## config.mk

```make
export PLATFORM = sky130hd
export DESIGN_NAME = regfile_wb_arb
export DESIGN_NICKNAME = d
export VERILOG_FILES = /design/src/rtl/regfile_wb_pkg.sv /design/src/rtl/wb_fifo.sv /design/src/rtl/regfile_wb_arb.sv
export SDC_FILE = /design/constraint.sdc
export NUM_CORES = 1
export LEC_CHECK = 0
export BUFFER_PORTS_ARGS = -buffer_cell sky130_fd_sc_hd__buf_2
export CORE_MARGIN = 8
export CORE_UTILIZATION = 55
export DETAILED_ROUTE_END_ITERATION = 10
export GPL_TIMING_DRIVEN = 0
export PLACE_DENSITY = 0.75
export SYNTH_ARGS = -nofsm -noshare
export SYNTH_HDL_FRONTEND = slang
export SYNTH_SLANG_ARGS = --single-unit
```

## constraint.sdc

```tcl
create_clock -name clk -period 3.4 [get_ports clk]
set_input_delay 0.68 -clock clk [delete_from_list [all_inputs] [get_ports clk]]
set_output_delay 0.68 -clock clk [all_outputs]
set_load 0.01 [all_outputs]
```

## src/rtl/regfile_wb_pkg.sv

```systemverilog
// rtl/regfile_wb_pkg.sv - shared types and constants for the register-file write-back arbiter
package regfile_wb_pkg;

    localparam int AW = 5;
    localparam int DW = 32;
    localparam logic [AW-1:0] REG_ZERO = 5'd0;

    typedef enum logic [1:0] {
        ST_NORMAL = 2'd0,
        ST_HOLD   = 2'd1
    } state_t;

    typedef struct packed {
        logic [AW-1:0] waddr;
        logic [DW-1:0] wdata;
    } wb_entry_t;

endpackage

```

## src/rtl/wb_fifo.sv

```systemverilog
// rtl/wb_fifo.sv - in-order buffer for multi-cycle write-back results
module wb_fifo
    import regfile_wb_pkg::*;
#(
    parameter int DEPTH = 4
) (
    input  logic                     clk,
    input  logic                     rst,
    input  logic                     push,
    input  logic                     pop,
    input  wb_entry_t                push_data,
    output wb_entry_t                head,
    output logic [$clog2(DEPTH):0]   count
);

    localparam int PW = $clog2(DEPTH);

    wb_entry_t       mem [DEPTH];
    logic [PW-1:0]   wr_ptr;
    logic [PW-1:0]   rd_ptr;

    // Pointers wrap naturally because DEPTH is a power of two.
    always_ff @(posedge clk or negedge rst) begin
        if (!rst) begin
            wr_ptr <= '0;
            rd_ptr <= '0;
            count  <= '0;
        end else begin
            if (push) wr_ptr <= wr_ptr + 1'b1;
            if (pop)  rd_ptr <= rd_ptr + 1'b1;
            case ({push, pop})
                2'b10:   count <= count + 1'b1;
                2'b01:   count <= count - 1'b1;
                default: count <= count;
            endcase
        end
    end

    always_ff @(posedge clk) begin
        if (push) mem[wr_ptr] <= push_data;
    end

    assign head = mem[rd_ptr];

endmodule

```

## src/rtl/regfile_wb_arb.sv

```systemverilog
// rtl/regfile_wb_arb.sv - shares the register-file write port between EX and the multi-cycle unit
module regfile_wb_arb
    import regfile_wb_pkg::*;
#(
    parameter int DEPTH      = 4,
    parameter int STARVE_MAX = 8
) (
    input  logic          clk,
    input  logic          rst,
    input  logic          ex_valid_i,
    input  logic [AW-1:0] ex_waddr_i,
    input  logic [DW-1:0] ex_wdata_i,
    input  logic          mc_valid_i,
    output logic          mc_ready_o,
    input  logic [AW-1:0] mc_waddr_i,
    input  logic [DW-1:0] mc_wdata_i,
    output logic          reg_wen_o,
    output logic [AW-1:0] reg_waddr_o,
    output logic [DW-1:0] reg_wdata_o,
    output logic          hold_o,
    output logic          err_o
);

    localparam int CW = $clog2(DEPTH) + 1;
    localparam int SW = $clog2(STARVE_MAX + 1);
    localparam logic [CW-1:0] FULL_CNT    = CW'(DEPTH);
    localparam logic [CW-1:0] ONE_CNT     = CW'(1);
    localparam logic [SW-1:0] STARVE_LAST = SW'(STARVE_MAX - 1);
    localparam logic [SW-1:0] STARVE_SAT  = SW'(STARVE_MAX);

    state_t        state;
    logic [SW-1:0] starve_cnt;
    logic [CW-1:0] count;
    wb_entry_t     head;
    wb_entry_t     sel;
    logic          empty, in_hold, grant_ex, grant_head, bypass, push, slot;

    assign empty   = (count == '0);
    assign in_hold = (state == ST_HOLD);
    assign hold_o  = in_hold;

    // Ready looks only at the registered count, so a full FIFO stays not-ready even while popping.
    assign mc_ready_o = (count < FULL_CNT) & rst;

    assign grant_ex   = ~in_hold & ex_valid_i;
    assign grant_head = ~empty & (in_hold | ~ex_valid_i);
    assign bypass     = ~in_hold & ~ex_valid_i & empty & mc_valid_i & mc_ready_o;
    assign push       = mc_valid_i & mc_ready_o & ~bypass;
    assign slot       = grant_ex | grant_head | bypass;

    always_comb begin
        sel = '0;
        if (grant_ex)        sel = {ex_waddr_i, ex_wdata_i};
        else if (grant_head) sel = head;
        else if (bypass)     sel = {mc_waddr_i, mc_wdata_i};
    end

    // Writes to x0 still consume the slot but never reach the register file.
    assign reg_wen_o   = rst & slot & (sel.waddr != REG_ZERO);
    assign reg_waddr_o = reg_wen_o ? sel.waddr : '0;
    assign reg_wdata_o = reg_wen_o ? sel.wdata : '0;

    wb_fifo #(.DEPTH(DEPTH)) u_fifo (
        .clk       (clk),
        .rst       (rst),
        .push      (push),
        .pop       (grant_head),
        .push_data ({mc_waddr_i, mc_wdata_i}),
        .head      (head),
        .count     (count)
    );

    always_ff @(posedge clk or negedge rst) begin
        if (!rst) begin
            state      <= ST_NORMAL;
            starve_cnt <= '0;
            err_o      <= 1'b0;
        end else begin
            if (ex_valid_i && in_hold) err_o <= 1'b1;

            if (empty || grant_head)        starve_cnt <= '0;
            else if (starve_cnt != STARVE_SAT) starve_cnt <= starve_cnt + 1'b1;

            case (state)
                ST_NORMAL: if (!empty && !grant_head && starve_cnt == STARVE_LAST) state <= ST_HOLD;
                ST_HOLD:   if (count == ONE_CNT && grant_head && !push) state <= ST_NORMAL;
                default:   state <= ST_NORMAL;
            endcase
        end
    end

endmodule

```

==> results of run 1 <==
==> cells by family after synthesis <==
| kind of cell | share of synthesized area [%] |
|---|---|
| simple gates | 9.190 |
| xor+xnor | 0.9803 |
| mux | 11.85 |
| flops | 66.72 |
| fa+ha+maj | 1.925 |
| compound gates | 6.704 |
| buf+inv | 2.625 |
==> layout make-up <==
type                            count  area [um2]  area share [%]
Sequential cell                   161        4770           54.16
Tap cell                          172       215.2           2.444
Multi-Input combinational cell    288        2256           25.61
Buffer                             28       192.7           2.188
Clock buffer                       28       538.0           6.109
Clock inverter                      4       45.04          0.5114
Inverter                           11       41.29          0.4688
Timing Repair Buffer              130       749.5           8.510
==> cell usage in the layout (no fill, tap or decap), drive strengths merged, types with 3 or more instances in the layout <==
master  instances
o21ai           4
ha             11
nor2b           3
clkbuf         40
xor2            3
mux2i           7
and2            5
dfrtp          13
nand2b          3
edfxtp        148
nand2          76
nor3            6
mux4           34
inv            11
nor2           45
xnor2           5
a21oi          69
clkinv          3
buf           146
==> repair_timing <==
item / 4_1_cts / 5_1_grt
hold buffers: 0 / 0
setup buffers: 8 / 0
setup endpoints to repair: 33 / 33
resized for setup: 22 / 14
pin swaps: 3 / 2
==> through the flow <==
stage	area, um2	TNS (ps)
after floorplan	7148	0
after CTS	8775	-0.5274
final	8807	-239.6
after detailed placement	8039	-6457
after global placement	7954	-99290
after global routing	8807	-3956
==> worst register-to-register path, cell delays in order, from the launching register on <==
cell and delay, ps:
dfrtp_1 350, buf_2 220, nor2_1 60, a211oi_1 790
and2_2 630, buf_12 260
==> layer usage <==
metal	track usage, %	share of wire (%)	up-vias
li1	-	-	2126
met1	24.15	39	2304
met2	33.63	51	185
met3	4.937	8.1	29
met4	7.582	1.8	4
met5	0	0.14	-
==> worst max-delay path by stage <==
stage	from	endpoint	slack (ps)	cells after the start
floorplan	u_fifo.count[0]	reg_wdata_o[22]	540	10
global placement	rst	u_fifo.mem[1][17]	-640	4
detailed placement	u_fifo.count[0]	reg_wdata_o[24]	-230	11
CTS	u_fifo.rd_ptr[0]	reg_wdata_o[24]	-0.5	10
global route	u_fifo.rd_ptr[1]	reg_wdata_o[24]	-140	10
finish	u_fifo.rd_ptr[1]	reg_wdata_o[24]	-30	10
==> sequential cells by signal, indices dropped and copies added (netlist names) <==
name	count
u_fifo.mem	148
starve_cnt	4
u_fifo.count	3
u_fifo.rd_ptr	2
u_fifo.wr_ptr	2
err_o	1
state	1
==> power by group through the flow <==
stage                     registers, mW  logic, mW  clock network, mW
after global routing               2.45       2.55               1.96
after global placement             2.47       2.10                  0
final                              2.44       2.32               1.85
after CTS                          2.44       2.32               1.87
after detailed placement           2.48       2.17                  0
after floorplan                    2.46       1.57                  0
==> results.toml, run 1 <==
[status]
status = "complete, but fails checks"
violations = "negative setup slack"

[timing]
tightest_slew_ps = 929.5
finalCritPeriodShare_pct = 100.8
rsz0062_at_grt = "yes"
maxSlewViolCount = 0
holdWs_ps = 158.2
fin_crit_ps = 3427
fin_ws_ps = -27.06
fin_worst_skew_ps = 8.816
finalHoldViolCount = 0
clock.fmax_mhz = 291.8
max_slew_margin_pct = 37.66
setup_viol = 29

[power]
p_sw_share_pct = 30.88
p_comb_share_pct = 35.1
power_switching_mw = 2.039
peakVddDrop_mv = 0.4043
p_total_mw = 6.605
p_int_mw = 4.566
pwr-share-clk_pct = 28.0
pwr-share-seq_pct = 36.9
p_leak_nw = 3.333
powerDensity_nw_per_um2 = 749.9

[synthesis]
synthCells = 489
synth_top_area_share_pct = 62.17
synthArstFlopShare_pct = 8.075
yosysTopAreaCell = "edfxtp_1"
ys_ff_latch = 161
synthFlopType = "edfxtp_1"
synth_edf_count = 148
yosysSeqAreaShare_pct = 66.73
yosysMostFrequentCell = "edfxtp_1"
synth.distinct_cells = 37
synthTopCellsByCount = "edfxtp_1 (148), nand2_1 (75), a21oi_1 (69)"
yosys-top-cells-area = "edfxtp_1 (62%), mux4_2 (11%), a21oi_1 (4.8%), dfrtp_1 (4.6%), nand2_1 (3.9%)"
syn_area_um2 = 7148
synth-warning-count = 0
synth.avg_cell_area_um2 = 14.62
synthesis.nets = 578

[floorplan]
coreArea_um2 = 12670
die_w_um = 130
dieArea_um2 = 16900
io_pins = 119
die_y_um = 130
core.rowCount = 41
initial_utilization_pct = 56.41

[routing]
first_pass_iters = 5
wl_mm = 16.11
via_per_inst = 5.655
antenna_left = 0
via_count = 4648
drtIter0Drc = 361
wl_per_cell_um = 19.60
drc = 0

[cells_and_area]
fin_util_pct = 69.51
finalNonFillerCells = 822
syn2layout_area_growth_pct = 23.21
fillers = 882
diodes = 0
drive_gt1_share_pct = 39.23
nets = 726

[critical_path]
critPathTopFamily = "buffers and inverters"
critPathSlowestCell = "dfrtp_1"
max_stage_delay_ps = 360
r2r_end = "u_fifo.mem[0][18]"
path_buf_inv = 4
worst-path-max-fanout = 10
worstPathRequired_ps = 2720
r2r_cells = 5
crit_type = "flip-flop to output pin"
end_kind = "output pin"
reg2reg_from = "state[0]"
cp.arrival_ps = 2750
path_cells = "buf_2, mux4_2, and3_1, a221oi_2, nand2_2, o31ai_4, buf_12, buf_12, nor2_2, buf_2"
r2r_slack_ps = 780
critPathLaunchType = "flip-flop"

[grt]
grt_remaining_overflow = 0
grt_usage_pct = 19.85
grt_pass1_wl_mm = 25.03
grt_pass1_vias = 4774
antenna_found_initial = 2
grt_max_degree = 28

[clock_network]
clkTransAtPathRegs_ps = 60
htree_levels = 4
cts_tree = "done"
cts-root-buf = "clkbuf_16"
clockBufferDepth = 2
cts_sinks = 161
cts-buffers-inserted = 17
clkLatencyLatePin_ps = 430

[min_path]
hold_class = "input pin to asynchronous set/reset pin"

[placement]
dp_cells = 783
gp_congestion = 0.8013
post-place-ws_ps = -233.1
dpl.hpwl_mm = 10.59
port_buffers = 118

[job]
maxCapViolations = 0
Power figures use the tool's default switching activity.
==> run 2: changes to the inputs <==
- SKIP_LAST_GASP: unset -> 1
==> run 2 against run 1 <==
The run still ends with negative setup slack left. Global-route usage stayed put. Hold slack improved by 5.7 ps. Cell count up 0.49%. Core utilization is 0.77 points higher. Fmax is 0.38% higher. Count of clock-buffer cells in the layout is the same. Total power grew 1.3%. Clock power barely moved. Critical path type unchanged. Largest power group unchanged.
==> results.toml, run 2 (same netlist as run 1, synthesis figures left out) <==
[status]
violations = "negative setup slack"
status = "complete, but fails checks"

[placement]
gp_congestion = 0.8013
dp_cells = 783
dpl.hpwl_mm = 10.59
port_buffers = 118
dpl_cell_area_um2 = 8039
post-place-ws_ps = -233.1

[routing]
antenna_left = 0
drc = 0
dr_wl_met3_mm = 1.219
met2_length_mm = 8.355
first_pass_iters = 5
wl_met1_mm = 6.514
wl_per_cell_um = 19.84
via_per_inst = 5.610
wl_mm = 16.39
top_layer = "met5"
via_count = 4634
drtIter0Drc = 444

[cells_and_area]
nets = 730
drive_gt1_share_pct = 39.91
largest_reg_flops = 148
finalNonFillerCells = 826
final_cell_mix = "edfxtp_1 (148), buf_2 (116), nand2_1 (75)"
regArea_um2 = 4770
multi_input_area_um2 = 2275
final_common_cell = "edfxtp_1"
top_register = "u_fifo.mem"
syn2layout_area_growth_pct = 24.58
diodes = 0
fin_area_um2 = 8905
fin_util_pct = 70.28
fillers = 868
largestRegisters = "u_fifo.mem x148, starve_cnt x4, u_fifo.count x3"

[timing]
setup_viol = 27
fin_ws_ps = -14.19
finalHoldViolCount = 0
finalCritPeriodShare_pct = 100.4
fin_crit_ps = 3414
tightest_slew_ps = 985.4
holdWs_ps = 163.9
maxSlewViolCount = 0
fin_worst_skew_ps = 7.729
clock.fmax_mhz = 292.9
fin_setup_tns_ps = -170.9
rsz0062_at_grt = "yes"
max_slew_margin_pct = 33.91

[power]
peakVddDrop_mv = 0.4082
p_total_mw = 6.693
powerDensity_nw_per_um2 = 751.6
p_leak_nw = 3.370

[clock_network]
clkLatencyLatePin_ps = 430
htree_levels = 4
cts_hold_buf = 0
cts_sinks = 161
cts-buffers-inserted = 17
clkTransAtPathRegs_ps = 60
cts_tree = "done"
cts-root-buf = "clkbuf_16"
clockBufferDepth = 2

[critical_path]
worstPathRequired_ps = 2720
end_kind = "output pin"
crit_type = "flip-flop to output pin"
r2r_end = "u_fifo.mem[0][18]"
worst-path-max-fanout = 6
critPathLaunchType = "flip-flop"
cp.arrival_ps = 2730
r2r_cells = 5
reg2reg_from = "state[0]"
r2r_slack_ps = 740

[grt]
grt_pass1_vias = 4770
grt_remaining_overflow = 0
grt_pass1_wl_mm = 25.04
grt_usage_pct = 19.85
grt_max_degree = 28
antenna_found_initial = 2

[job]
maxCapViolations = 0

[floorplan]
die_y_um = 130
die_w_um = 130
io_pins = 119
core.rowCount = 41
dieArea_um2 = 16900
coreArea_um2 = 12670
initial_utilization_pct = 56.41

[min_path]
hold_class = "input pin to asynchronous set/reset pin"
-- run 2: cell count changes in the layout (fill, tap and decap cells not counted), moves of 2 or more --
cell    before  now
buf_4        8   11
nor2_2      29   24
nor3_1       6    4
buf_6        4    9
buf_2      122  116
nor2_4       0    5
nor3_2       0    2
-- run 2: final cells by class --
cell class,instances,area share (%)
clock inverters,4,0.5058
inverters,11,0.4637
repair buffers,134,9.302
well taps,172,2.417
multi-input cells,288,25.54
clock buffers,28,6.042
flip-flops and latches,161,53.56
plain buffers,28,2.164
-- run 2: power by group --
part           internal [mW]  switching (mW)
Sequential              2.36          0.0793
Clock                   1.15           0.703
Combinational           1.11            1.29
-- run 2: metal layers --
metal | vias to the layer above | track usage (%)
met4 | 4 | 7.582
met5 | - | 0
met2 | 175 | 33.48
met1 | 2299 | 24.28
li1 | 2131 | -
met3 | 25 | 4.937
-- run 2: critical path, stage by stage (launching register included) --
cell and delay (ps):
dfrtp_1 350, buf_6 130, mux4_2 500, and3_1 200, a221oi_2 270, nand2_2 110
o31ai_4 220, buf_12 190, clkbuf_16 160, nor2_2 40, buf_2 130
-- run 2: repair_timing --
action	CTS	global route
setup endpoints to repair	33	33
resized for setup	21	25
gates cloned	0	1
setup buffers	8	3
pin swaps	3	6
-- run 2: worst max-delay path by stage --
stage | start | slack (ps) | endpoint | cells past startpoint
floorplan | u_fifo.count[0] | 540 | reg_wdata_o[22] | 10
global placement | rst | -640 | u_fifo.mem[1][17] | 4
detailed placement | u_fifo.count[0] | -230 | reg_wdata_o[24] | 11
CTS | u_fifo.rd_ptr[0] | -6 | reg_wdata_o[24] | 10
global route | u_fifo.count[1] | -120 | reg_wdata_o[21] | 12
finish | u_fifo.rd_ptr[0] | -10 | reg_wdata_o[27] | 10
==> run 3: changes to the inputs <==
- PLACE_DENSITY: 0.75 -> 0.88
==> run 3 against run 2 <==
The flow still finishes with violations (negative setup slack). Via count increased by 3.0%. Flip-flop and latch count stayed put. Count of clock-buffer cells in the layout down 10. Critical endpoint is now reg_wdata_o[15]. Core utilization decreased by 0.83 points. Routed wire length is 6.8% higher.
==> results.toml, run 3 (same netlist as run 1, synthesis figures left out) <==
[status]
status = "complete, but fails checks"
violations = "negative setup slack"

[routing]
wl_mm = 17.49
via_count = 4772
drc = 0
wl_per_cell_um = 21.18
first_pass_iters = 5
via_per_inst = 5.777
drtIter0Drc = 523
antenna_left = 0

[cells_and_area]
final_common_cell = "edfxtp_1"
syn2layout_area_growth_pct = 23.11
drive_gt1_share_pct = 39.82
final_cell_mix = "edfxtp_1 (148), buf_2 (122), nand2_1 (75)"
multi_input_area_um2 = 2248
largest_reg_flops = 148
largestRegisters = "u_fifo.mem x148, starve_cnt x4, u_fifo.count x3"
nets = 729
regArea_um2 = 4770
fin_util_pct = 69.45
fillers = 864
top_register = "u_fifo.mem"

[job]
maxCapViolations = 0

[timing]
rsz0062_at_grt = "yes"
clock.fmax_mhz = 286.2
fin_worst_skew_ps = 9.582
fin_crit_ps = 3495
maxSlewViolCount = 0
fin_ws_ps = -94.67
tightest_slew_ps = 1014
max_slew_margin_pct = 32.02
holdWs_ps = 152.3
finalCritPeriodShare_pct = 102.8
setup_viol = 33
finalHoldViolCount = 0

[critical_path]
reg2reg_from = "state[0]"
r2r_end = "u_fifo.mem[2][24]"
worst-path-max-fanout = 10
cpMostUsedCell = "buf_12"
worstPathRequired_ps = 2720
end_kind = "output pin"
path_buf_inv = 5
critPathTopFamily = "buffers and inverters"
r2r_slack_ps = 710
cp.arrival_ps = 2810
critPathSlowestCell = "dfrtp_1"
path_cells = "inv_2, ha_4, nor2b_4, buf_6, nor3_2, o32ai_2, nand2_1, o31ai_4, buf_12, buf_12, nor2_2, buf_2"
r2r_cells = 5
critPathLaunchType = "flip-flop"
max_stage_delay_ps = 410
crit_type = "flip-flop to output pin"

[clock_network]
cts_hold_buf = 0
htree_levels = 4
cts-buffers-inserted = 17
cts_tree = "done"
cts_sinks = 161
clockBufferDepth = 2
clkTransAtPathRegs_ps = 60
clkLatencyLatePin_ps = 430
cts-root-buf = "clkbuf_16"

[placement]
gp_congestion = 0.8178
post-place-ws_ps = -306.8
dpl.hpwl_mm = 11.34
port_buffers = 118

[grt]
grt_max_degree = 24
grt_usage_pct = 21.60
antenna_found_initial = 2
grt_pass1_wl_mm = 27.14
grt_pass1_vias = 5248
grt_remaining_overflow = 0

[floorplan]
die_w_um = 130
core.rowCount = 41
initial_utilization_pct = 56.41
die_y_um = 130
coreArea_um2 = 12670
io_pins = 119
dieArea_um2 = 16900

[power]
peakVddDrop_mv = 0.4016
powerDensity_nw_per_um2 = 754.3
p_leak_nw = 3.320

[min_path]
hold_class = "input pin to asynchronous set/reset pin"
run 3: changes by cell type in the layout (fill, tap and decap cells not counted), sizes merged:
cell | before | now
clkbuf | 42 | 31
clkinv | 3 | 9
clkinvlp | 0 | 2
inv | 11 | 13
diode | 0 | 1
run 3: worst max-delay path by stage:
| stage | endpoint | cells after the start | start | slack (ps) |
|---|---|---|---|---|
| after floorplan | reg_wdata_o[22] | 10 | u_fifo.count[0] | 540 |
| after global placement | u_fifo.mem[0][8] | 4 | rst | -510 |
| after detailed placement | reg_wdata_o[7] | 11 | u_fifo.count[0] | -310 |
| after CTS | reg_wdata_o[23] | 12 | u_fifo.count[0] | -40 |
| after global routing | reg_wdata_o[13] | 10 | u_fifo.rd_ptr[0] | -180 |
| final | reg_wdata_o[15] | 12 | u_fifo.count[0] | -90 |
run 3: what timing repair did:
item / 4_1_cts / 5_1_grt
endpoints found under the setup margin: 33 / 33
cloned: 1 / 0
buffers inserted: 7 / 3
resized for setup: 28 / 6
pin swaps: 3 / 1
run 3: layout make-up:
type                       count  share of cell area [%]
antenna                        1                 0.02844
buffer                        28                   2.190
clock buffer                  18                   4.877
clock inverter                14                   1.308
inverter                      11                  0.4692
multi-input combinational    288                   25.55
sequential                   161                   54.20
tap                          172                   2.446
timing repair buffer         133                   8.929
run 3: stage by stage:
step | power [mW] | instances | setup TNS, ps | cell area (um2)
2_1_floorplan | 4.033 | 489 | 0 | 7148
3_3_place_gp | 4.554 | 779 | -78090 | 7954
3_5_place_dp | 4.684 | 783 | -9078 | 8039
4_1_cts | 6.626 | 822 | -805.7 | 8770
5_1_grt | 6.967 | 826 | -5144 | 8800
6_report | 6.637 | 826 | -2494 | 8800
run 3: report_power, final:
part	leakage [nW]	switching [mW]	internal [mW]	total [mW]
sequential	1.50	0.0891	2.36	2.45
clock	0.263	0.757	1.00	1.76
combinational	1.56	1.33	1.10	2.43
run 3: metal layers:
| metal | vias to the layer above | GRT usage (%) | share of wire (%) |
|---|---|---|---|
| met1 | 2360 | 25.05 | 38 |
| met2 | 235 | 37.40 | 52 |
| met4 | 2 | 9.358 | 2.2 |
| met5 | - | 0 | 0.051 |
| li1 | 2135 | - | - |
| met3 | 40 | 5.508 | 7.8 |
